[config.mk]
export PLATFORM = sky130hd
export DESIGN_NAME = dm_bus_bridge_flat
export DESIGN_NICKNAME = d
export VERILOG_FILES = /design/src/rtl/dm_bus_bridge_if.sv /design/src/rtl/dm_bus_bridge.sv /design/src/flat_wrapper.sv
export SDC_FILE = /design/constraint.sdc
export NUM_CORES = 1
export LEC_CHECK = 0
export BUFFER_PORTS_ARGS = -buffer_cell sky130_fd_sc_hd__buf_2
export CAP_MARGIN = 25
export CORE_AREA = 4 4 114 116
export DETAILED_ROUTE_END_ITERATION = 12
export DIE_AREA = 0 0 118 120
export GPL_ROUTABILITY_DRIVEN = 0
export MAX_ROUTING_LAYER = met4
export PLACE_DENSITY = 0.87
export SYNTH_ARGS = -nofsm -noshare
export SYNTH_HDL_FRONTEND = slang
export SYNTH_SLANG_ARGS = --single-unit
[constraint.sdc]
create_clock -name clk -period 5.3 [get_ports clk]
set_clock_uncertainty 0.2 [all_clocks]
set_input_delay 0.265 -clock clk [delete_from_list [all_inputs] [get_ports clk]]
set_output_delay 0.265 -clock clk [all_outputs]
set_load 0.05 [all_outputs]
[src/rtl/dm_bus_bridge_if.sv]
// Request/response bus between the data-memory bridge (master) and a slave.
interface dm_bus_bridge_if;
  logic        bus_req_valid;
  logic        bus_req_ready;
  logic        bus_req_write;
  logic [31:0] bus_req_addr;
  logic [31:0] bus_req_wdata;
  logic [3:0]  bus_req_wstrb;
  logic        bus_rsp_valid;
  logic [31:0] bus_rsp_rdata;
  logic        bus_rsp_error;

  modport master (
    output bus_req_valid, bus_req_write, bus_req_addr, bus_req_wdata, bus_req_wstrb,
    input  bus_req_ready, bus_rsp_valid, bus_rsp_rdata, bus_rsp_error
  );

  modport slave (
    input  bus_req_valid, bus_req_write, bus_req_addr, bus_req_wdata, bus_req_wstrb,
    output bus_req_ready, bus_rsp_valid, bus_rsp_rdata, bus_rsp_error
  );
endinterface

[src/rtl/dm_bus_bridge.sv]
// Turns the CPU's single-cycle SRAM-style data-memory access into a
// valid/ready request plus single-pulse response, stalling the pipeline
// until completion. A response timeout and sticky error capture keep a
// broken slave from deadlocking the core.
module dm_bus_bridge #(
  parameter int unsigned TIMEOUT       = 255,
  parameter logic [31:0] TIMEOUT_RDATA = 32'hDEAD_BEEF
) (
  input  logic        clk,
  input  logic        rst,
  input  logic        DM_cs,
  input  logic        DM_OE,
  input  logic [3:0]  DM_WEB,
  input  logic [31:0] DM_addr,
  input  logic [31:0] DM_DI,
  output logic [31:0] DM_DO,
  output logic        cpu_stall,
  dm_bus_bridge_if.master bus,
  output logic        err_flag,
  output logic [31:0] err_addr,
  input  logic        err_clr
);

  // Counter only has to reach TIMEOUT-1.
  localparam int CW = (TIMEOUT > 1) ? $clog2(TIMEOUT) : 1;
  localparam logic [CW-1:0] CNT_LAST = CW'(TIMEOUT - 1);

  typedef enum logic [1:0] {S_IDLE, S_REQ, S_WAIT_RSP, S_DONE} state_t;

  state_t      r_state;
  state_t      w_state_next;
  logic        w_stall;
  logic        w_req_valid;

  logic        r_write;
  logic [31:0] r_addr;
  logic [31:0] r_wdata;
  logic [3:0]  r_wstrb;
  logic [31:0] r_dm_do;
  logic        r_err_flag;
  logic [31:0] r_err_addr;
  logic [CW-1:0] r_cnt;

  logic        w_is_write;
  logic        w_acc;
  logic        w_handshake;
  logic        w_rsp_take;
  logic        w_timeout;
  logic        w_err_event;

  assign w_is_write  = (DM_WEB != 4'hF);
  assign w_acc       = DM_cs & (DM_OE | w_is_write);
  assign w_handshake = (r_state == S_REQ) & bus.bus_req_ready;
  // A response in the handshake cycle never reaches here: only WAIT_RSP listens.
  assign w_rsp_take  = (r_state == S_WAIT_RSP) & bus.bus_rsp_valid;
  // A response landing on the last counted cycle beats the timeout.
  assign w_timeout   = (r_state == S_WAIT_RSP) & ~bus.bus_rsp_valid & (r_cnt == CNT_LAST);
  assign w_err_event = (w_rsp_take & bus.bus_rsp_error) | w_timeout;

  // State register; async reset drops the transaction immediately.
  always_ff @(posedge clk or posedge rst) begin
    if (rst) r_state <= S_IDLE;
    else     r_state <= w_state_next;
  end

  // Next-state decode plus the combinational stall and request-valid outputs.
  always_comb begin
    w_state_next = r_state;
    w_stall      = 1'b0;
    w_req_valid  = 1'b0;
    case (r_state)
      S_IDLE: begin
        w_stall = w_acc;
        if (w_acc) w_state_next = S_REQ;
      end
      S_REQ: begin
        w_stall     = 1'b1;
        w_req_valid = 1'b1;
        if (bus.bus_req_ready) w_state_next = S_WAIT_RSP;
      end
      S_WAIT_RSP: begin
        w_stall = 1'b1;
        if (w_rsp_take || w_timeout) w_state_next = S_DONE;
      end
      S_DONE: begin
        // One stall-free cycle lets MEMWB capture DM_DO; inputs are not re-sampled.
        w_state_next = S_IDLE;
      end
      default: w_state_next = S_IDLE;
    endcase
  end

  // Request fields are captured once in IDLE and held until the next access.
  always_ff @(posedge clk or posedge rst) begin
    if (rst) begin
      r_write <= 1'b0;
      r_addr  <= 32'h0;
      r_wdata <= 32'h0;
      r_wstrb <= 4'h0;
    end else if (r_state == S_IDLE && w_acc) begin
      r_write <= w_is_write;
      r_addr  <= {DM_addr[31:2], 2'b00};
      r_wdata <= DM_DI;
      r_wstrb <= ~DM_WEB;
    end
  end

  // Response-wait counter: cleared at the handshake, counts WAIT_RSP cycles.
  always_ff @(posedge clk or posedge rst) begin
    if (rst)                        r_cnt <= '0;
    else if (w_handshake)           r_cnt <= '0;
    else if (r_state == S_WAIT_RSP) r_cnt <= r_cnt + 1'b1;
  end

  // Read data returned to the CPU; writes leave it untouched.
  always_ff @(posedge clk or posedge rst) begin
    if (rst)                        r_dm_do <= 32'h0;
    else if (w_rsp_take && !r_write) r_dm_do <= bus.bus_rsp_rdata;
    else if (w_timeout && !r_write)  r_dm_do <= TIMEOUT_RDATA;
  end

  // Sticky error record; a clear wins over a coincident new error.
  always_ff @(posedge clk or posedge rst) begin
    if (rst) begin
      r_err_flag <= 1'b0;
      r_err_addr <= 32'h0;
    end else if (err_clr) begin
      r_err_flag <= 1'b0;
      r_err_addr <= 32'h0;
    end else if (w_err_event) begin
      r_err_flag <= 1'b1;
      if (!r_err_flag) r_err_addr <= r_addr;
    end
  end

  assign cpu_stall         = w_stall;
  assign DM_DO             = r_dm_do;
  assign err_flag          = r_err_flag;
  assign err_addr          = r_err_addr;
  assign bus.bus_req_valid = w_req_valid;
  assign bus.bus_req_write = r_write;
  assign bus.bus_req_addr  = r_addr;
  assign bus.bus_req_wdata = r_wdata;
  assign bus.bus_req_wstrb = r_wstrb;

endmodule

[src/flat_wrapper.sv]
// flat-port wrapper written by rule: the top's interface ports become plain ports
module dm_bus_bridge_flat 
#(
  parameter int unsigned TIMEOUT       = 255,
  parameter logic [31:0] TIMEOUT_RDATA = 32'hDEAD_BEEF
)
  (clk, rst, DM_cs, DM_OE, DM_WEB, DM_addr, DM_DI, DM_DO, cpu_stall, err_flag, err_addr, err_clr, bus_bus_req_valid, bus_bus_req_write, bus_bus_req_addr, bus_bus_req_wdata, bus_bus_req_wstrb, bus_bus_req_ready, bus_bus_rsp_valid, bus_bus_rsp_rdata, bus_bus_rsp_error);
  dm_bus_bridge_if bus_i ();
  input  logic clk;
  input  logic rst;
  input  logic DM_cs;
  input  logic DM_OE;
  input  logic [3:0] DM_WEB;
  input  logic [31:0] DM_addr;
  input  logic [31:0] DM_DI;
  output logic [31:0] DM_DO;
  output logic cpu_stall;
  output logic err_flag;
  output logic [31:0] err_addr;
  input  logic err_clr;
  output wire logic [$bits(bus_i.bus_req_valid)-1:0] bus_bus_req_valid;
  output wire logic [$bits(bus_i.bus_req_write)-1:0] bus_bus_req_write;
  output wire logic [$bits(bus_i.bus_req_addr)-1:0] bus_bus_req_addr;
  output wire logic [$bits(bus_i.bus_req_wdata)-1:0] bus_bus_req_wdata;
  output wire logic [$bits(bus_i.bus_req_wstrb)-1:0] bus_bus_req_wstrb;
  input wire logic [$bits(bus_i.bus_req_ready)-1:0] bus_bus_req_ready;
  input wire logic [$bits(bus_i.bus_rsp_valid)-1:0] bus_bus_rsp_valid;
  input wire logic [$bits(bus_i.bus_rsp_rdata)-1:0] bus_bus_rsp_rdata;
  input wire logic [$bits(bus_i.bus_rsp_error)-1:0] bus_bus_rsp_error;
  assign bus_bus_req_valid = bus_i.bus_req_valid;
  assign bus_bus_req_write = bus_i.bus_req_write;
  assign bus_bus_req_addr = bus_i.bus_req_addr;
  assign bus_bus_req_wdata = bus_i.bus_req_wdata;
  assign bus_bus_req_wstrb = bus_i.bus_req_wstrb;
  assign bus_i.bus_req_ready = bus_bus_req_ready;
  assign bus_i.bus_rsp_valid = bus_bus_rsp_valid;
  assign bus_i.bus_rsp_rdata = bus_bus_rsp_rdata;
  assign bus_i.bus_rsp_error = bus_bus_rsp_error;
  dm_bus_bridge #(.TIMEOUT(TIMEOUT), .TIMEOUT_RDATA(TIMEOUT_RDATA)) u_core (.clk(clk), .rst(rst), .DM_cs(DM_cs), .DM_OE(DM_OE), .DM_WEB(DM_WEB), .DM_addr(DM_addr), .DM_DI(DM_DI), .DM_DO(DM_DO), .cpu_stall(cpu_stall), .bus(bus_i), .err_flag(err_flag), .err_addr(err_addr), .err_clr(err_clr));
endmodule
Word level (Yosys, flattened, before mapping)
Cells that the tools add are included.
{"block": "op_classes", "n_eq_ne": 9, "n_reduce_logical": 12, "bitwise_logic": 10, "muxes": 15, "n_addsub": 1}
{"op": "$mux 32", "n": 5}
{"op": "$mux 8", "n": 2}
{"op": "$add 8x1->8 const B", "n": 1}
{"op": "$eq 8x8->1 const B", "n": 1}
{"op": "$pmux 2 s4", "n": 1}
{"op": "$and 1x1->1", "n": 6}
{"op": "$mux 2", "n": 3}
{"op": "$reduce_bool 2->1", "n": 3}
{"op": "$eq 2x2->1 const B", "n": 2}
{"op": "$ne 2x1->1 const B", "n": 2}
{"op": "$ne 2x2->1 const B", "n": 2}
{"op": "$ne 4x4->1 const B", "n": 1}
{"op": "$not 4->4", "n": 1}
{"op": "$logic_and 1x1->1", "n": 3}
{"op": "$mux 1", "n": 3}
{"op": "$reduce_and 3->1", "n": 1}
{"op": "$eq 2x1->1 const B", "n": 1}
{"op": "$logic_not 2->1", "n": 1}
{"op": "$or 1x1->1", "n": 2}
{"op": "$pmux 1 s2", "n": 1}
{"op": "$reduce_and 2->1", "n": 1}
{"op": "$reduce_or 2->1", "n": 1}
{"op": "$logic_not 1->1", "n": 1}
{"op": "$logic_or 1x1->1", "n": 1}
{"op": "$not 1->1", "n": 1}
{"block": "totals", "register_bits": 142, "out_inout_bits": 136, "wordCells": 56, "in_bits": 108}

Depth between registers and ports, before layout
Gate-level depths: netlist of run 1.
{"block": "logic_depth", "word_depth": 6, "ltp_mapped": 7, "mapped_depth_nobuf": 6}

Least setup slack after synthesis of run 1
OpenSTA, ideal clock, no wires.
{"block": "synth_path", "path_type": "flip-flop to output port", "start": "register u_core.r_state[0]", "end": "output cpu_stall", "arrival_ps": 1911, "stages_incl_launch_ff": 6, "path_slack_ps": 2924, "path_cell_list": "dfrtp_1 -> inv_1 -> ha_1 -> o211ai_1 -> clkbuf_1 -> a21oi_1"}
{"block": "synth_between", "elab_chain_len": 3}
{"item": "from (decl)", "line_no": "dm_bus_bridge.sv:30", "rtl": "state_t r_state;"}
{"item": "from (signal assigned)", "line_no": "dm_bus_bridge.sv:63", "rtl": "else r_state <= w_state_next;"}
{"item": "$eq 2x2->1 / $eq 2x1->1 (equally long branches)", "line_no": "dm_bus_bridge.sv:71", "rtl": "case (r_state)"}
{"item": "$reduce_or 2->1 (no line)"}
{"item": "$pmux 1 s2 (*)", "line_no": "dm_bus_bridge.sv:71"}
{"item": "to (decl)", "line_no": "flat_wrapper.sv:17", "rtl": "output logic cpu_stall;"}
Mark *: on every way between the ends. The rest lies on a longest branch, timed or not.

Worst setup path in the final report of run 1
{"block": "layout_path", "start": "input DM_WEB[2]", "end": "output cpu_stall"}
{"block": "layout_between", "elab_chain_len": 4}
{"item": "from (decl)", "line_no": "flat_wrapper.sv:13", "rtl": "input logic [3:0] DM_WEB;"}
{"item": "$ne 4x4->1", "line_no": "dm_bus_bridge.sv:51", "rtl": "assign w_is_write = (DM_WEB != 4'hF);"}
{"item": "$or 1x1->1", "line_no": "dm_bus_bridge.sv:52", "rtl": "assign w_acc = DM_cs & (DM_OE | w_is_write);"}
{"item": "$and 1x1->1", "line_no": "dm_bus_bridge.sv:52"}
{"item": "$pmux 1 s2", "line_no": "dm_bus_bridge.sv:71"}
No other way between the ends.

==> impl_results.html, run 1 <==
<table>
<tr><th>Metric</th><th>Value</th></tr>
<tr><th colspan="2">Synth</th></tr>
<tr><td>Area share of and/or/nand/nor cells after synthesis</td><td>7.30%</td></tr>
<tr><td>Combinational family with the most area after synthesis</td><td>multiplexers</td></tr>
<tr><td>Number of distinct library cells after synthesis</td><td>36</td></tr>
<tr><td>Fraction of synthesized cell area taken by the top area cell type</td><td>61.6%</td></tr>
<tr><td>EDFF count, synth</td><td>0</td></tr>
<tr><td>Number of warnings printed during yosys synthesis</td><td>0</td></tr>
<tr><td>Post-synthesis sequential element count</td><td>140</td></tr>
<tr><td>Mean instance size in the synthesized netlist</td><td>13.2 µm²</td></tr>
<tr><td>Most numerous cell types in the synthesized netlist</td><td>sky130_fd_sc_hd__dfrtp_1 (140), sky130_fd_sc_hd__mux2_2 (44), sky130_fd_sc_hd__o21ai_0 (37)</td></tr>
<tr><td>Synthesized-area fraction occupied by xor and xnor cells</td><td>0.770%</td></tr>
<tr><td>Biggest area consumer among synthesized cells</td><td>sky130_fd_sc_hd__dfrtp_1</td></tr>
<tr><td>Cells after synthesis</td><td>431</td></tr>
<tr><td>Multiplexer fraction of the synthesized cell area</td><td>12.8%</td></tr>
<tr><td>Area fraction in compound gates after synthesis</td><td>12.4%</td></tr>
<tr><td>Proportion of synthesized chip area in sequential cells</td><td>61.6%</td></tr>
<tr><td>Ys flop type</td><td>sky130_fd_sc_hd__dfrtp_1</td></tr>
<tr><td>Post-synthesis instance area</td><td>5690 µm²</td></tr>
<tr><td>Share of flip-flops with an asynchronous set or reset after synthesis</td><td>100%</td></tr>
<tr><td>Top cells by area, synth</td><td>sky130_fd_sc_hd__dfrtp_1 (62%), sky130_fd_sc_hd__mux2_2 (8.7%), sky130_fd_sc_hd__or3b_1 (4.6%), sky130_fd_sc_hd__mux2_1 (3.8%), sky130_fd_sc_hd__o22a_1 (3.7%)</td></tr>
<tr><td>Top-count cell post-synth</td><td>sky130_fd_sc_hd__dfrtp_1</td></tr>
<tr><td>Adder-cell area share of the yosys netlist</td><td>1.54%</td></tr>
<tr><th colspan="2">Route</th></tr>
<tr><td>Top layer in use</td><td>met4</td></tr>
<tr><td>Number of vias in the routed layout</td><td>4804</td></tr>
<tr><td>Total length of routed met2 wires</td><td>9.36 mm</td></tr>
<tr><td>Routed metal-1 wire length</td><td>6.04 mm</td></tr>
<tr><td>Sum of met3 wire segment lengths after detailed routing</td><td>936 µm</td></tr>
<tr><td>DR iter-0 viols</td><td>214</td></tr>
<tr><td>Routed Antenna Nets</td><td>0</td></tr>
<tr><td>Average wire per cell in the routed design</td><td>18.5 µm</td></tr>
<tr><td>Number of detailed-route iterations in the first pass</td><td>4</td></tr>
<tr><td>Overall routed net length</td><td>17.0 mm</td></tr>
<tr><td>Vias per cell</td><td>5.23</td></tr>
<tr><td>Post-route DRC violation count</td><td>0</td></tr>
<tr><th colspan="2">Power</th></tr>
<tr><td>Gate power share</td><td>49.3%</td></tr>
<tr><td>Sequential share of power</td><td>30.5%</td></tr>
<tr><td>Share of power burned in the clock network</td><td>20.2%</td></tr>
<tr><td>Cell Int Power</td><td>2.95 mW</td></tr>
<tr><td>Switching Share</td><td>48.9%</td></tr>
<tr><td>Leakage dissipation</td><td>4.12 nW</td></tr>
<tr><td>Power density cells</td><td>680 nW/µm²</td></tr>
<tr><td>Switching power</td><td>2.82 mW</td></tr>
<tr><td>Maximum resistive drop on vdd</td><td>0.439 mV</td></tr>
<tr><td>Total power draw</td><td>5.78 mW</td></tr>
<tr><th colspan="2">Cells and area</th></tr>
<tr><td>Number of cells in the finished layout apart from fillers</td><td>918</td></tr>
<tr><td>Final cell utilization of the core</td><td>71.3%</td></tr>
<tr><td>Area delta synth-&gt;final</td><td>49.3%</td></tr>
<tr><td>Number of nets in the layout</td><td>872</td></tr>
<tr><td>Post-layout instance area</td><td>8490 µm²</td></tr>
<tr><td>Layout cells sized above 1</td><td>41.3%</td></tr>
<tr><th colspan="2">Global routing</th></tr>
<tr><td>Initial antenna violation count</td><td>1</td></tr>
<tr><td>Wire length of the first global-routing pass</td><td>27.5 mm</td></tr>
<tr><td>Global-route total usage across every layer</td><td>25.4%</td></tr>
<tr><td>Remaining global-route overflow</td><td>0</td></tr>
<tr><td>Number of global-route vias before repair</td><td>5234</td></tr>
<tr><td>Maximum number of pins on one net before global-route repair</td><td>73</td></tr>
<tr><th colspan="2">STA</th></tr>
<tr><td>Worst slew margin relative to its limit</td><td>36.1%</td></tr>
<tr><td>Final setup TNS</td><td>0 ps</td></tr>
<tr><td>Setup repair after global routing missed its margin</td><td>false</td></tr>
<tr><td>Hold slack final</td><td>51.9 ps</td></tr>
<tr><td>Minimum setup slack in the final design</td><td>2380 ps</td></tr>
<tr><td>Highest clock rate</td><td>343 MHz</td></tr>
<tr><td>Hold Fails Final Rpt</td><td>0</td></tr>
<tr><td>Period Utilization, post-route</td><td>55.1%</td></tr>
<tr><td>Final period demand of the worst path</td><td>2920 ps</td></tr>
<tr><td>Slew of the pin with the lowest slew margin</td><td>958 ps</td></tr>
<tr><td>Final setup violation count</td><td>0</td></tr>
<tr><td>Max Transition Viols Final</td><td>0</td></tr>
<tr><th colspan="2">Floorplan</th></tr>
<tr><td>Std-Cell Core Area</td><td>11900 µm²</td></tr>
<tr><td>Number of standard-cell rows in the floorplan</td><td>40</td></tr>
<tr><td>Initial core utilization</td><td>47.8%</td></tr>
<tr><td>Total I/O pin count</td><td>244</td></tr>
<tr><td>Die Y-Extent</td><td>120 µm</td></tr>
<tr><td>Die area</td><td>14200 µm²</td></tr>
<tr><td>Width of the die</td><td>118 µm</td></tr>
<tr><th colspan="2">Setup path</th></tr>
<tr><td>Kind of critical path</td><td>input port to primary output</td></tr>
<tr><td>Highest net fanout along the worst path</td><td>72</td></tr>
<tr><td>CP Launch Type</td><td>input port</td></tr>
<tr><td>Cells on worst reg2reg path</td><td>5</td></tr>
<tr><td>Arrival time at the worst endpoint</td><td>2450 ps</td></tr>
<tr><td>Data required, critical path</td><td>4840 ps</td></tr>
<tr><td>Worst setup EP type</td><td>primary output</td></tr>
<tr><th colspan="2">Min path</th></tr>
<tr><td>Kind of path behind the tightest hold check</td><td>input port to register</td></tr>
<tr><td>Depth of the worst hold-timing path</td><td>5</td></tr>
<tr><th colspan="2">Run</th></tr>
<tr><td>Max-capacitance violation count</td><td>0</td></tr>
<tr><th colspan="2">Placement</th></tr>
<tr><td>Placed Area</td><td>6920 µm²</td></tr>
<tr><td>Placed insts</td><td>786</td></tr>
<tr><td>Port bufs</td><td>237</td></tr>
<tr><td>HPWL Detailed</td><td>10.1 mm</td></tr>
<tr><td>Post-placement setup slack</td><td>2690 ps</td></tr>
<tr><th colspan="2">Clock tree</th></tr>
<tr><td># H-tree levels</td><td>4</td></tr>
<tr><td>Post-CTS Resized</td><td>0</td></tr>
<tr><td>Count of clock tree sinks</td><td>140</td></tr>
<tr><td>Clock tree from TritonCTS</td><td>built</td></tr>
<tr><td>Number of buffers created by CTS</td><td>17</td></tr>
<tr><td>Maximum root-to-sink buffer count</td><td>2</td></tr>
<tr><td>Number of hold buffers added after CTS</td><td>99</td></tr>
<tr><td>Post CTS Setup Buffer Count</td><td>0</td></tr>
<tr><td>Clock slew seen by the registers of the worst setup and hold paths</td><td>70 ps</td></tr>
<tr><td>Latest clock arrival within the worst-skew pair</td><td>420 ps</td></tr>
<tr><td>Clock tree root buffer cell</td><td>sky130_fd_sc_hd__clkbuf_16</td></tr>
<tr><th colspan="2">Status</th></tr>
<tr><td>Outcome</td><td>completed</td></tr>
</table>
[cells by family after synthesis]
family / count (synthesis)
buffers and inverters: 41
muxes: 65
adders and majority gates: 7
other: 1
DFF: 140
xor gates and xnor gates: 5
AOI/OAI and AO/OA: 112
and+or+nand+nor: 60
[worst paths after layout]
check | slack [ps] | endpoint | startpoint
max | 2380 | cpu_stall | DM_WEB[2]
min | 50 | u_core.err_flag$_DFFE_PP0P_ | bus_bus_rsp_error
max reg2reg | 2660 | u_core.err_addr[22]$_DFFE_PP0P_ | u_core.r_state[0]$_DFFE_PP0P_
min reg2reg | 280 | u_core.DM_DO[27]$_DFFE_PP0P_ | u_core.DM_DO[27]$_DFFE_PP0P_
max in group asynchronous | 3290 | u_core.err_addr[25]$_DFFE_PP0P_ | rst
min in group asynchronous | 300 | u_core.DM_DO[6]$_DFFE_PP0P_ | rst
[power groups by stage]
stage	logic [mW]	registers (mW)	clock network, mW
global placement	2.71	1.72	0
detailed placement	2.77	1.76	0
global route	2.97	1.81	1.24
floorplan	0.701	3.14	0
CTS	2.84	1.75	1.18
finish	2.85	1.76	1.17
[area by class of cell]
class                   instances  area (µm²)
diodes                          1        2.50
fillers                       763        3420
multi-input cells             253        2000
clock buffers                  19         443
well taps                     147         184
clock inverters                13         139
flip-flops and latches        140        3500
inverters                       7        31.3
repair buffers                338        2190
[critical path, stage by stage]
cell and delay (ps):
sky130_fd_sc_hd__dlygate4sd3_1 530, sky130_fd_sc_hd__buf_2 110, sky130_fd_sc_hd__nand4_1 200, sky130_fd_sc_hd__o211ai_1 230, sky130_fd_sc_hd__buf_4 680, sky130_fd_sc_hd__a21oi_1 170
sky130_fd_sc_hd__buf_2 250
[placed cells by master (no fill, tap or decap), types with 4 or more instances in the layout]
| cell type | count |
|---|---|
| sky130_fd_sc_hd__clkbuf_16 | 17 |
| sky130_fd_sc_hd__a22o_1 | 8 |
| sky130_fd_sc_hd__ha_1 | 7 |
| sky130_fd_sc_hd__o21ai_0 | 37 |
| sky130_fd_sc_hd__dfrtp_1 | 140 |
| sky130_fd_sc_hd__dlygate4sd3_1 | 99 |
| sky130_fd_sc_hd__xor2_1 | 4 |
| sky130_fd_sc_hd__nand2_1 | 8 |
| sky130_fd_sc_hd__o22a_1 | 24 |
| sky130_fd_sc_hd__nand4_1 | 4 |
| sky130_fd_sc_hd__clkinv_2 | 4 |
| sky130_fd_sc_hd__a21oi_1 | 35 |
| sky130_fd_sc_hd__conb_1 | 4 |
| sky130_fd_sc_hd__buf_2 | 237 |
| sky130_fd_sc_hd__inv_6 | 4 |
| sky130_fd_sc_hd__mux2_1 | 19 |
| sky130_fd_sc_hd__or3b_1 | 30 |
| sky130_fd_sc_hd__mux2_2 | 44 |
| sky130_fd_sc_hd__inv_1 | 6 |
| sky130_fd_sc_hd__nor2_1 | 8 |
[sequential cells by signal, summed over array words and instances, names as in the netlist]
name and flops:
u_core.DM_DO 32, u_core.bus.bus_req_addr 30, u_core.bus.bus_req_wdata 32, u_core.bus.bus_req_write 1
u_core.bus.bus_req_wstrb 4, u_core.err_addr 30, u_core.err_flag 1, u_core.r_cnt 8
u_core.r_state 2
[routing by layer]
metal | up-vias | GRT usage, %
met1 | 2355 | 26.0
li1 | 2201 | -
met2 | 189 | 45.3
met5 | - | -
met4 | 0 | 12.7
met3 | 59 | 6.64
Note: power is estimated with default switching activity, not from simulation.
==> run 2: changes to the inputs <==
--- a/config.mk
+++ b/config.mk
@@ -5,14 +5,15 @@
 export SDC_FILE = /design/constraint.sdc
 export NUM_CORES = 1
 export LEC_CHECK = 0
+export ABC_AREA = 1
 export BUFFER_PORTS_ARGS = -buffer_cell sky130_fd_sc_hd__buf_2
 export CAP_MARGIN = 25
-export CORE_AREA = 4 4 114 116
+export CORE_AREA = 4 4 116 118
 export DETAILED_ROUTE_END_ITERATION = 12
-export DIE_AREA = 0 0 118 120
+export DIE_AREA = 0 0 120 122
 export GPL_ROUTABILITY_DRIVEN = 0
 export MAX_ROUTING_LAYER = met4
-export PLACE_DENSITY = 0.87
+export PLACE_DENSITY = 0.86
 export SYNTH_ARGS = -nofsm -noshare
 export SYNTH_HDL_FRONTEND = slang
 export SYNTH_SLANG_ARGS = --single-unit
==> constraint.sdc (replaced) <==
create_clock -name clk -period 2.7 [get_ports clk]
set_clock_uncertainty 0.2 [all_clocks]
set_input_delay 0.135 -clock clk [delete_from_list [all_inputs] [get_ports clk]]
set_output_delay 0.135 -clock clk [all_outputs]
set_load 0.05 [all_outputs]
==> impl_results.html, run 2 <==
<table>
<tr><th>Metric</th><th>Value</th></tr>
<tr><th colspan="2">Setup path</th></tr>
<tr><td>Critical Path, Cell by Cell</td><td>inv_1 &gt; ha_1 &gt; nand2_2 &gt; inv_2 &gt; nand2_2 &gt; nand2_2 &gt; nand4_1 &gt; nand2_1</td></tr>
<tr><td>Arrival time at the worst endpoint</td><td>2480 ps (+30 ps)</td></tr>
<tr><td>Critical path's most frequent cell</td><td>sky130_fd_sc_hd__nand2_2</td></tr>
<tr><td>Data required, critical path</td><td>2840 ps (-2000 ps)</td></tr>
<tr><td>Flop2flop setup slack</td><td>370 ps (-2290 ps)</td></tr>
<tr><td>Kind of critical path</td><td>register to register</td></tr>
<tr><td>Worst R2R Start</td><td>u_core.r_state[0]$_DFFE_PP0P_</td></tr>
<tr><td>Worst setup EP type</td><td>register</td></tr>
<tr><td>Cell family with most CP delay</td><td>simple AND/OR/NAND/NOR gates</td></tr>
<tr><td>Max stage delay cell, worst path</td><td>sky130_fd_sc_hd__nand2_2</td></tr>
<tr><td>Maximum cell stage delay along the critical path</td><td>480 ps (-200 ps)</td></tr>
<tr><td>CP Launch Type</td><td>register</td></tr>
<tr><td>Highest net fanout along the worst path</td><td>31 (-57%)</td></tr>
<tr><td>Worst path bufs/invs</td><td>2 (-2)</td></tr>
<tr><td>Launching instance or port of the critical path</td><td>u_core.r_state[0]$_DFFE_PP0P_</td></tr>
<tr><th colspan="2">Synth</th></tr>
<tr><td>Proportion of synthesized chip area in sequential cells</td><td>60.1% (-1.5 points)</td></tr>
<tr><td>Post-synthesis sequential element count</td><td>140 (unchanged)</td></tr>
<tr><td>Number of warnings printed during yosys synthesis</td><td>0 (unchanged)</td></tr>
<tr><td>Most numerous cell types in the synthesized netlist</td><td>sky130_fd_sc_hd__nand2_1 (288), sky130_fd_sc_hd__dfrtp_1 (140), sky130_fd_sc_hd__inv_1 (39)</td></tr>
<tr><td>Mean instance size in the synthesized netlist</td><td>8.97 µm² (-32%)</td></tr>
<tr><td>Fraction of synthesized cell area taken by the top area cell type</td><td>60.1% (-1.5 points)</td></tr>
<tr><td>Ys flop type</td><td>sky130_fd_sc_hd__dfrtp_1</td></tr>
<tr><td>Number of distinct library cells after synthesis</td><td>25 (-31%)</td></tr>
<tr><td>Top cells by area, synth</td><td>sky130_fd_sc_hd__dfrtp_1 (60%), sky130_fd_sc_hd__nand2_1 (19%), sky130_fd_sc_hd__nand4_1 (3.4%), sky130_fd_sc_hd__inv_1 (2.5%), sky130_fd_sc_hd__a21oi_1 (2.1%)</td></tr>
<tr><td>Share of flip-flops with an asynchronous set or reset after synthesis</td><td>100% (unchanged)</td></tr>
<tr><td>EDFF count, synth</td><td>0 (unchanged)</td></tr>
<tr><td>Post-synthesis instance area</td><td>5830 µm² (+2.5%)</td></tr>
<tr><td>Cells after synthesis</td><td>650 (+51%)</td></tr>
<tr><td>Biggest area consumer among synthesized cells</td><td>sky130_fd_sc_hd__dfrtp_1</td></tr>
<tr><td>Top-count cell post-synth</td><td>sky130_fd_sc_hd__nand2_1</td></tr>
<tr><th colspan="2">Placement</th></tr>
<tr><td>Port bufs</td><td>237 (unchanged)</td></tr>
<tr><td>Placed Area</td><td>7100 µm² (+2.6%)</td></tr>
<tr><td>Placed insts</td><td>1035 (+32%)</td></tr>
<tr><td>HPWL Detailed</td><td>10.9 mm (+8.7%)</td></tr>
<tr><th colspan="2">STA</th></tr>
<tr><td>Final period demand of the worst path</td><td>2330 ps</td></tr>
<tr><td>Worst slew margin relative to its limit</td><td>58.6% (+22 points)</td></tr>
<tr><td>Highest clock rate</td><td>429 MHz</td></tr>
<tr><td>Hold Fails Final Rpt</td><td>0 (unchanged)</td></tr>
<tr><td>Final setup TNS</td><td>0 ps (unchanged)</td></tr>
<tr><td>Slew of the pin with the lowest slew margin</td><td>619 ps (-339 ps)</td></tr>
<tr><td>Final setup violation count</td><td>0 (unchanged)</td></tr>
<tr><td>Setup repair after global routing missed its margin</td><td>false</td></tr>
<tr><td>Max Transition Viols Final</td><td>0 (unchanged)</td></tr>
<tr><td>Hold slack final</td><td>19.8 ps (-32.1 ps)</td></tr>
<tr><td>Period Utilization, post-route</td><td>86.4%</td></tr>
<tr><th colspan="2">Cells and area</th></tr>
<tr><td>Final cell utilization of the core</td><td>70.4% (-0.95 points)</td></tr>
<tr><td>Most frequent cells in the layout</td><td>sky130_fd_sc_hd__nand2_1 (288), sky130_fd_sc_hd__buf_2 (237), sky130_fd_sc_hd__dfrtp_1 (140)</td></tr>
<tr><td>Number of nets in the layout</td><td>1106 (+27%)</td></tr>
<tr><td>Layout cells sized above 1</td><td>30.2% (-11 points)</td></tr>
<tr><td>Layout filler cell count</td><td>863 (+13%)</td></tr>
<tr><td>Most common cell after layout, fill and taps aside</td><td>sky130_fd_sc_hd__nand2_1</td></tr>
<tr><td>Post-layout instance area</td><td>8770 µm² (+3.3%)</td></tr>
<tr><td>Area delta synth-&gt;final</td><td>50.4%</td></tr>
<tr><td>Number of cells in the finished layout apart from fillers</td><td>1177 (+28%)</td></tr>
<tr><th colspan="2">Global routing</th></tr>
<tr><td>Remaining global-route overflow</td><td>0 (unchanged)</td></tr>
<tr><td>Number of global-route vias before repair</td><td>6103 (+17%)</td></tr>
<tr><td>Wire length of the first global-routing pass</td><td>29.8 mm (+8.0%)</td></tr>
<tr><td>Initial antenna violation count</td><td>1 (unchanged)</td></tr>
<tr><td>Maximum number of pins on one net before global-route repair</td><td>63 (-14%)</td></tr>
<tr><td>Global-route total usage across every layer</td><td>26.7% (+1.3 points)</td></tr>
<tr><th colspan="2">Clock tree</th></tr>
<tr><td>Clock slew seen by the registers of the worst setup and hold paths</td><td>60 ps (about the same)</td></tr>
<tr><td># H-tree levels</td><td>4 (unchanged)</td></tr>
<tr><td>Maximum root-to-sink buffer count</td><td>2 (unchanged)</td></tr>
<tr><td>Clock tree from TritonCTS</td><td>built</td></tr>
<tr><td>Count of clock tree sinks</td><td>140 (unchanged)</td></tr>
<tr><td>Post-CTS Resized</td><td>0 (unchanged)</td></tr>
<tr><td>Number of buffers created by CTS</td><td>17 (unchanged)</td></tr>
<tr><td>Clock tree root buffer cell</td><td>sky130_fd_sc_hd__clkbuf_16</td></tr>
<tr><td>Number of hold buffers added after CTS</td><td>109 (+10%)</td></tr>
<tr><td>Latest clock arrival within the worst-skew pair</td><td>420 ps (about the same)</td></tr>
<tr><td>Post CTS Setup Buffer Count</td><td>0 (unchanged)</td></tr>
<tr><th colspan="2">Route</th></tr>
<tr><td>Vias per cell</td><td>4.94 (-5.6%)</td></tr>
<tr><td>Routed Antenna Nets</td><td>0 (unchanged)</td></tr>
<tr><td>Post-route DRC violation count</td><td>0 (unchanged)</td></tr>
<tr><td>Average wire per cell in the routed design</td><td>15.9 µm (-14%)</td></tr>
<tr><td>Overall routed net length</td><td>18.8 mm (+10%)</td></tr>
<tr><td>DR iter-0 viols</td><td>514 (+140%)</td></tr>
<tr><td>Number of vias in the routed layout</td><td>5815 (+21%)</td></tr>
<tr><td>Number of detailed-route iterations in the first pass</td><td>5 (+1)</td></tr>
<tr><th colspan="2">Floorplan</th></tr>
<tr><td>Die Y-Extent</td><td>122 µm (+1.7%)</td></tr>
<tr><td>Initial core utilization</td><td>46.8% (-0.97 points)</td></tr>
<tr><td>Width of the die</td><td>120 µm (+1.7%)</td></tr>
<tr><td>Die area</td><td>14600 µm² (+3.4%)</td></tr>
<tr><td>Number of standard-cell rows in the floorplan</td><td>41 (+2.5%)</td></tr>
<tr><td>Total I/O pin count</td><td>244 (unchanged)</td></tr>
<tr><td>Std-Cell Core Area</td><td>12500 µm² (+4.7%)</td></tr>
<tr><th colspan="2">Status</th></tr>
<tr><td>Outcome</td><td>completed</td></tr>
<tr><th colspan="2">Min path</th></tr>
<tr><td>Worst min-delay path startpoint</td><td>bus_bus_rsp_valid</td></tr>
<tr><td>Kind of path behind the tightest hold check</td><td>input port to register</td></tr>
<tr><th colspan="2">Power</th></tr>
<tr><td>Maximum resistive drop on vdd</td><td>0.907 mV (+110%)</td></tr>
<tr><td>Leakage dissipation</td><td>4.95 nW (+20%)</td></tr>
<tr><td>Power density cells</td><td>1250 nW/µm² (+84%)</td></tr>
<tr><th colspan="2">Run</th></tr>
<tr><td>Max-capacitance violation count</td><td>0 (unchanged)</td></tr>
</table>
==> run 2: routing by layer <==
layer / up-vias / GRT usage, % / part of all wire [%]
met2: 283 / 46.3 / 52
met1: 2764 / 29.2 / 39
met4: 0 / 13.7 / 3.7
li1: 2706 / - / -
met5: - / - / 0
met3: 62 / 5.39 / 5.8
==> run 2: layout make-up <==
type / count / area [µm²] / share of cell area [%]
sequential: 140 / 3500 / 39.9
tap: 172 / 215 / 2.45
inverter: 43 / 165 / 1.88
clock buffer: 19 / 453 / 5.16
clock inverter: 13 / 124 / 1.41
antenna: 1 / 2.50 / 0.0285
multi-input combinational: 434 / 1940 / 22.1
timing repair buffer: 355 / 2370 / 27.0
==> run 2: worst paths after layout <==
check                                                            to  depth (start not counted)
setup / recovery                     u_core.err_addr[7]$_DFFE_PP0P_                          8
hold / removal                        u_core.r_state[0]$_DFFE_PP0P_                          5
setup reg to reg                     u_core.err_addr[7]$_DFFE_PP0P_                          8
hold reg to reg                      u_core.err_addr[9]$_DFFE_PP0P_                          2
max in group asynchronous  u_core.bus.bus_req_wdata[31]$_DFFE_PP0P_                          4
min in group asynchronous               u_core.r_cnt[6]$_DFFE_PP0P_                          3
==> run 2: power breakdown <==
group	switching [mW]	internal [mW]
logic	4.09	1.20
registers	0.541	2.87
clock network	0.859	1.39
total	5.49	5.47
==> run 2: per-stage QoR <==
step / worst slack [ps] / total power [mW]
after floorplan: 516 / 7.26
after global placement: 472 / 8.38
after detailed placement: 411 / 8.51
after CTS: 369 / 10.9
after global routing: 185 / 11.5
final: 368 / 11.0
==> run 2: cells by family (layout without fill, tap and decap cells) <==
| family | Yosys count | in the layout | synth area share, % |
|---|---|---|---|
| AND/OR/NAND/NOR | 380 | 380 | 27.2 |
| flip-flops | 140 | 140 | 60.1 |
| buffers and inverters | 79 | 430 | 6.99 |
| AO/OA/AOI/OAI | 43 | 43 | 4.20 |
| adder cells (fa/ha/maj) | 7 | 7 | 1.50 |
| other | 1 | 5 | 0.0643 |
==> run 2: worst min-delay path, cell delays in order <==
cell and delay (ps):
sky130_fd_sc_hd__buf_2 120, sky130_fd_sc_hd__inv_1 40, sky130_fd_sc_hd__nand3_1 140, sky130_fd_sc_hd__nand4_1 100, sky130_fd_sc_hd__nand2_1 70
==> run 3: changes to the inputs <==
--- a/config.mk
+++ b/config.mk
@@ -13,7 +13,8 @@
 export DIE_AREA = 0 0 120 122
 export GPL_ROUTABILITY_DRIVEN = 0
 export MAX_ROUTING_LAYER = met4
-export PLACE_DENSITY = 0.86
+export PLACE_DENSITY_LB_ADDON = 0.1
+export SETUP_SLACK_MARGIN = 0.5
 export SYNTH_ARGS = -nofsm -noshare
 export SYNTH_HDL_FRONTEND = slang
 export SYNTH_SLANG_ARGS = --single-unit
==> impl_results.html, run 3 (same netlist as run 2, synthesis figures left out) <==
<table>
<tr><th>Metric</th><th>Value</th></tr>
<tr><th colspan="2">Setup path</th></tr>
<tr><td>Data required, critical path</td><td>2370 ps (-470 ps)</td></tr>
<tr><td>CP Launch Type</td><td>register</td></tr>
<tr><td>Kind of critical path</td><td>register to primary output</td></tr>
<tr><td>Worst setup EP type</td><td>primary output</td></tr>
<tr><td>Highest net fanout along the worst path</td><td>4 (-87%)</td></tr>
<tr><td>Worst path bufs/invs</td><td>2 (unchanged)</td></tr>
<tr><td>Arrival time at the worst endpoint</td><td>1770 ps (-710 ps)</td></tr>
<tr><td>Critical Path, Cell by Cell</td><td>inv_1 &gt; ha_1 &gt; nand3_2 &gt; a21oi_1 &gt; buf_2</td></tr>
<tr><td>Maximum cell stage delay along the critical path</td><td>420 ps (-60 ps)</td></tr>
<tr><td>Cell family with most CP delay</td><td>buffers and inverters</td></tr>
<tr><td>Max stage delay cell, worst path</td><td>sky130_fd_sc_hd__dfrtp_1</td></tr>
<tr><th colspan="2">Floorplan</th></tr>
<tr><td>Die area</td><td>14600 µm² (unchanged)</td></tr>
<tr><td>Total I/O pin count</td><td>244 (unchanged)</td></tr>
<tr><td>Std-Cell Core Area</td><td>12500 µm² (unchanged)</td></tr>
<tr><td>Width of the die</td><td>120 µm (unchanged)</td></tr>
<tr><td>Die Y-Extent</td><td>122 µm (unchanged)</td></tr>
<tr><td>Initial core utilization</td><td>46.8% (unchanged)</td></tr>
<tr><td>Number of standard-cell rows in the floorplan</td><td>41 (unchanged)</td></tr>
<tr><th colspan="2">Clock tree</th></tr>
<tr><td>Post CTS Setup Buffer Count</td><td>0 (unchanged)</td></tr>
<tr><td>Latest clock arrival within the worst-skew pair</td><td>410 ps (about the same)</td></tr>
<tr><td>Maximum root-to-sink buffer count</td><td>2 (unchanged)</td></tr>
<tr><td>Clock tree root buffer cell</td><td>sky130_fd_sc_hd__clkbuf_16</td></tr>
<tr><td>Number of buffers created by CTS</td><td>17 (unchanged)</td></tr>
<tr><td># H-tree levels</td><td>4 (unchanged)</td></tr>
<tr><td>Clock tree from TritonCTS</td><td>built</td></tr>
<tr><td>Count of clock tree sinks</td><td>140 (unchanged)</td></tr>
<tr><td>Clock slew seen by the registers of the worst setup and hold paths</td><td>50 ps (about the same)</td></tr>
<tr><th colspan="2">Power</th></tr>
<tr><td>Share of power burned in the clock network</td><td>19.6% (-1.0 points)</td></tr>
<tr><td>Switching Share</td><td>49.8% (-0.35 points)</td></tr>
<tr><td>Cell Int Power</td><td>5.44 mW (-0.44%)</td></tr>
<tr><td>Maximum resistive drop on vdd</td><td>0.791 mV (-13%)</td></tr>
<tr><td>Sequential share of power</td><td>31.3% (+0.2 points)</td></tr>
<tr><td>Total power draw</td><td>10.8 mW (-1.1%)</td></tr>
<tr><td>Gate power share</td><td>49.1% (+0.8 points)</td></tr>
<tr><td>Leakage dissipation</td><td>4.94 nW (-0.12%)</td></tr>
<tr><td>Power density cells</td><td>1230 nW/µm² (-1.5%)</td></tr>
<tr><td>Switching power</td><td>5.39 mW (-1.8%)</td></tr>
<tr><th colspan="2">Route</th></tr>
<tr><td>DR iter-0 viols</td><td>386 (-25%)</td></tr>
<tr><td>Vias per cell</td><td>4.85 (-1.8%)</td></tr>
<tr><td>Routed Antenna Nets</td><td>0 (unchanged)</td></tr>
<tr><td>Number of vias in the routed layout</td><td>5697 (-2.0%)</td></tr>
<tr><td>Post-route DRC violation count</td><td>0 (unchanged)</td></tr>
<tr><td>Overall routed net length</td><td>17.5 mm (-6.7%)</td></tr>
<tr><td>Number of detailed-route iterations in the first pass</td><td>5 (unchanged)</td></tr>
<tr><td>Average wire per cell in the routed design</td><td>14.9 µm (-6.4%)</td></tr>
<tr><th colspan="2">STA</th></tr>
<tr><td>Worst slew margin relative to its limit</td><td>48.7% (-9.9 points)</td></tr>
<tr><td>Slew of the pin with the lowest slew margin</td><td>768 ps (+149 ps)</td></tr>
<tr><td>Hold Fails Final Rpt</td><td>0 (unchanged)</td></tr>
<tr><td>Final period demand of the worst path</td><td>2110 ps (-224 ps)</td></tr>
<tr><td>Final setup TNS</td><td>0 ps (unchanged)</td></tr>
<tr><td>Final setup violation count</td><td>0 (unchanged)</td></tr>
<tr><td>Period Utilization, post-route</td><td>78.1% (-8.3 points)</td></tr>
<tr><td>Max Transition Viols Final</td><td>0 (unchanged)</td></tr>
<tr><td>Highest clock rate</td><td>474 MHz (+11%)</td></tr>
<tr><td>Setup repair after global routing missed its margin</td><td>true</td></tr>
<tr><th colspan="2">Cells and area</th></tr>
<tr><td>Area delta synth-&gt;final</td><td>50.9%</td></tr>
<tr><td>Number of nets in the layout</td><td>1107 (+0.090%)</td></tr>
<tr><td>Most common cell after layout, fill and taps aside</td><td>sky130_fd_sc_hd__nand2_1</td></tr>
<tr><td>Antenna fix cells</td><td>0 (-1)</td></tr>
<tr><td>Most frequent cells in the layout</td><td>sky130_fd_sc_hd__nand2_1 (288), sky130_fd_sc_hd__buf_2 (237), sky130_fd_sc_hd__dfrtp_1 (140)</td></tr>
<tr><td>Layout cells sized above 1</td><td>29.3% (-0.84 points)</td></tr>
<tr><th colspan="2">Global routing</th></tr>
<tr><td>Number of global-route vias before repair</td><td>5800 (-5.0%)</td></tr>
<tr><td>Wire length of the first global-routing pass</td><td>28.4 mm (-4.6%)</td></tr>
<tr><td>Maximum number of pins on one net before global-route repair</td><td>73 (+16%)</td></tr>
<tr><td>Global-route total usage across every layer</td><td>25.1% (-1.6 points)</td></tr>
<tr><td>Initial antenna violation count</td><td>0 (-1)</td></tr>
<tr><td>Remaining global-route overflow</td><td>0 (unchanged)</td></tr>
<tr><th colspan="2">Min path</th></tr>
<tr><td>Kind of path behind the tightest hold check</td><td>input port to register</td></tr>
<tr><th colspan="2">Run</th></tr>
<tr><td>Max-capacitance violation count</td><td>0 (unchanged)</td></tr>
<tr><th colspan="2">Placement</th></tr>
<tr><td>Port bufs</td><td>237 (unchanged)</td></tr>
<tr><td>HPWL Detailed</td><td>11.0 mm (+0.74%)</td></tr>
<tr><th colspan="2">Status</th></tr>
<tr><td>Outcome</td><td>completed</td></tr>
</table>
==> run 3: layout make-up <==
type / instances / area [µm²]
Clock inverter: 2 / 35.0
Inverter: 43 / 165
Clock buffer: 27 / 493
Timing Repair Buffer: 356 / 2430
Sequential cell: 140 / 3500
Multi-Input combinational cell: 434 / 1960
Fill cell: 969 / 3660
Tap cell: 172 / 215
==> run 3: timing repair <==
action                                 4_1_cts  5_1_grt
setup endpoints to repair                   30       62
endpoints found under the hold margin      143        0
hold buffers                               110        0
gates resized for setup                      2        2
==> run 3: per-stage QoR <==
step	cells	utilization, %	instance area [µm²]	hold WS, ps	worst slack [ps]
CTS	1174	70.5	8790	27.9	544
finish	1174	70.6	8800	43.9	592
floorplan	653	-	5850	32.0	516
global placement	1035	57.4	7150	99.0	480
global route	1174	70.6	8800	68.1	492
detailed placement	1035	57.4	7150	115	391
==> run 3: final timing paths <==
check / startpoint / slack, ps / endpoint / depth (start not counted)
setup reg to reg: u_core.r_state[0]$_DFFE_PP0P_ / 620 / u_core.DM_DO[24]$_DFFE_PP0P_ / 7
setup / recovery: u_core.r_state[0]$_DFFE_PP0P_ / 590 / cpu_stall / 5
hold / removal: bus_bus_rsp_valid / 40 / u_core.r_state[0]$_DFFE_PP0P_ / 5
hold reg to reg: u_core.err_addr[11]$_DFFE_PP0P_ / 270 / u_core.err_addr[11]$_DFFE_PP0P_ / 2
max in group asynchronous: rst / 1330 / u_core.bus.bus_req_addr[20]$_DFFE_PP0P_ / 4
min in group asynchronous: rst / 220 / u_core.bus.bus_req_wdata[21]$_DFFE_PP0P_ / 3
==> run 3: tightest hold or removal path: cells and delay by family <==
family / cells / cell delay, ps
simple gates: 3 / 320
buf+inv: 2 / 150
==> run 3: per-layer routing <==
metal	share of wire, %	wire (µm)	track usage, %	vias to the layer above
li1	-	-	-	2713
met1	41	7240	30.6	2708
met2	50	8820	41.1	244
met3	6.5	1130	5.76	32
met4	1.8	323	9.81	0
met5	0	0	-	-
==> run 3: power groups by stage <==
stage | registers, mW | logic, mW | clock network (mW)
after floorplan | 5.84 | 1.43 | 0
after CTS | 3.37 | 5.30 | 2.17
after detailed placement | 3.38 | 5.17 | 0
final | 3.39 | 5.32 | 2.13
after global routing | 3.49 | 5.67 | 2.26
after global placement | 3.36 | 5.09 | 0
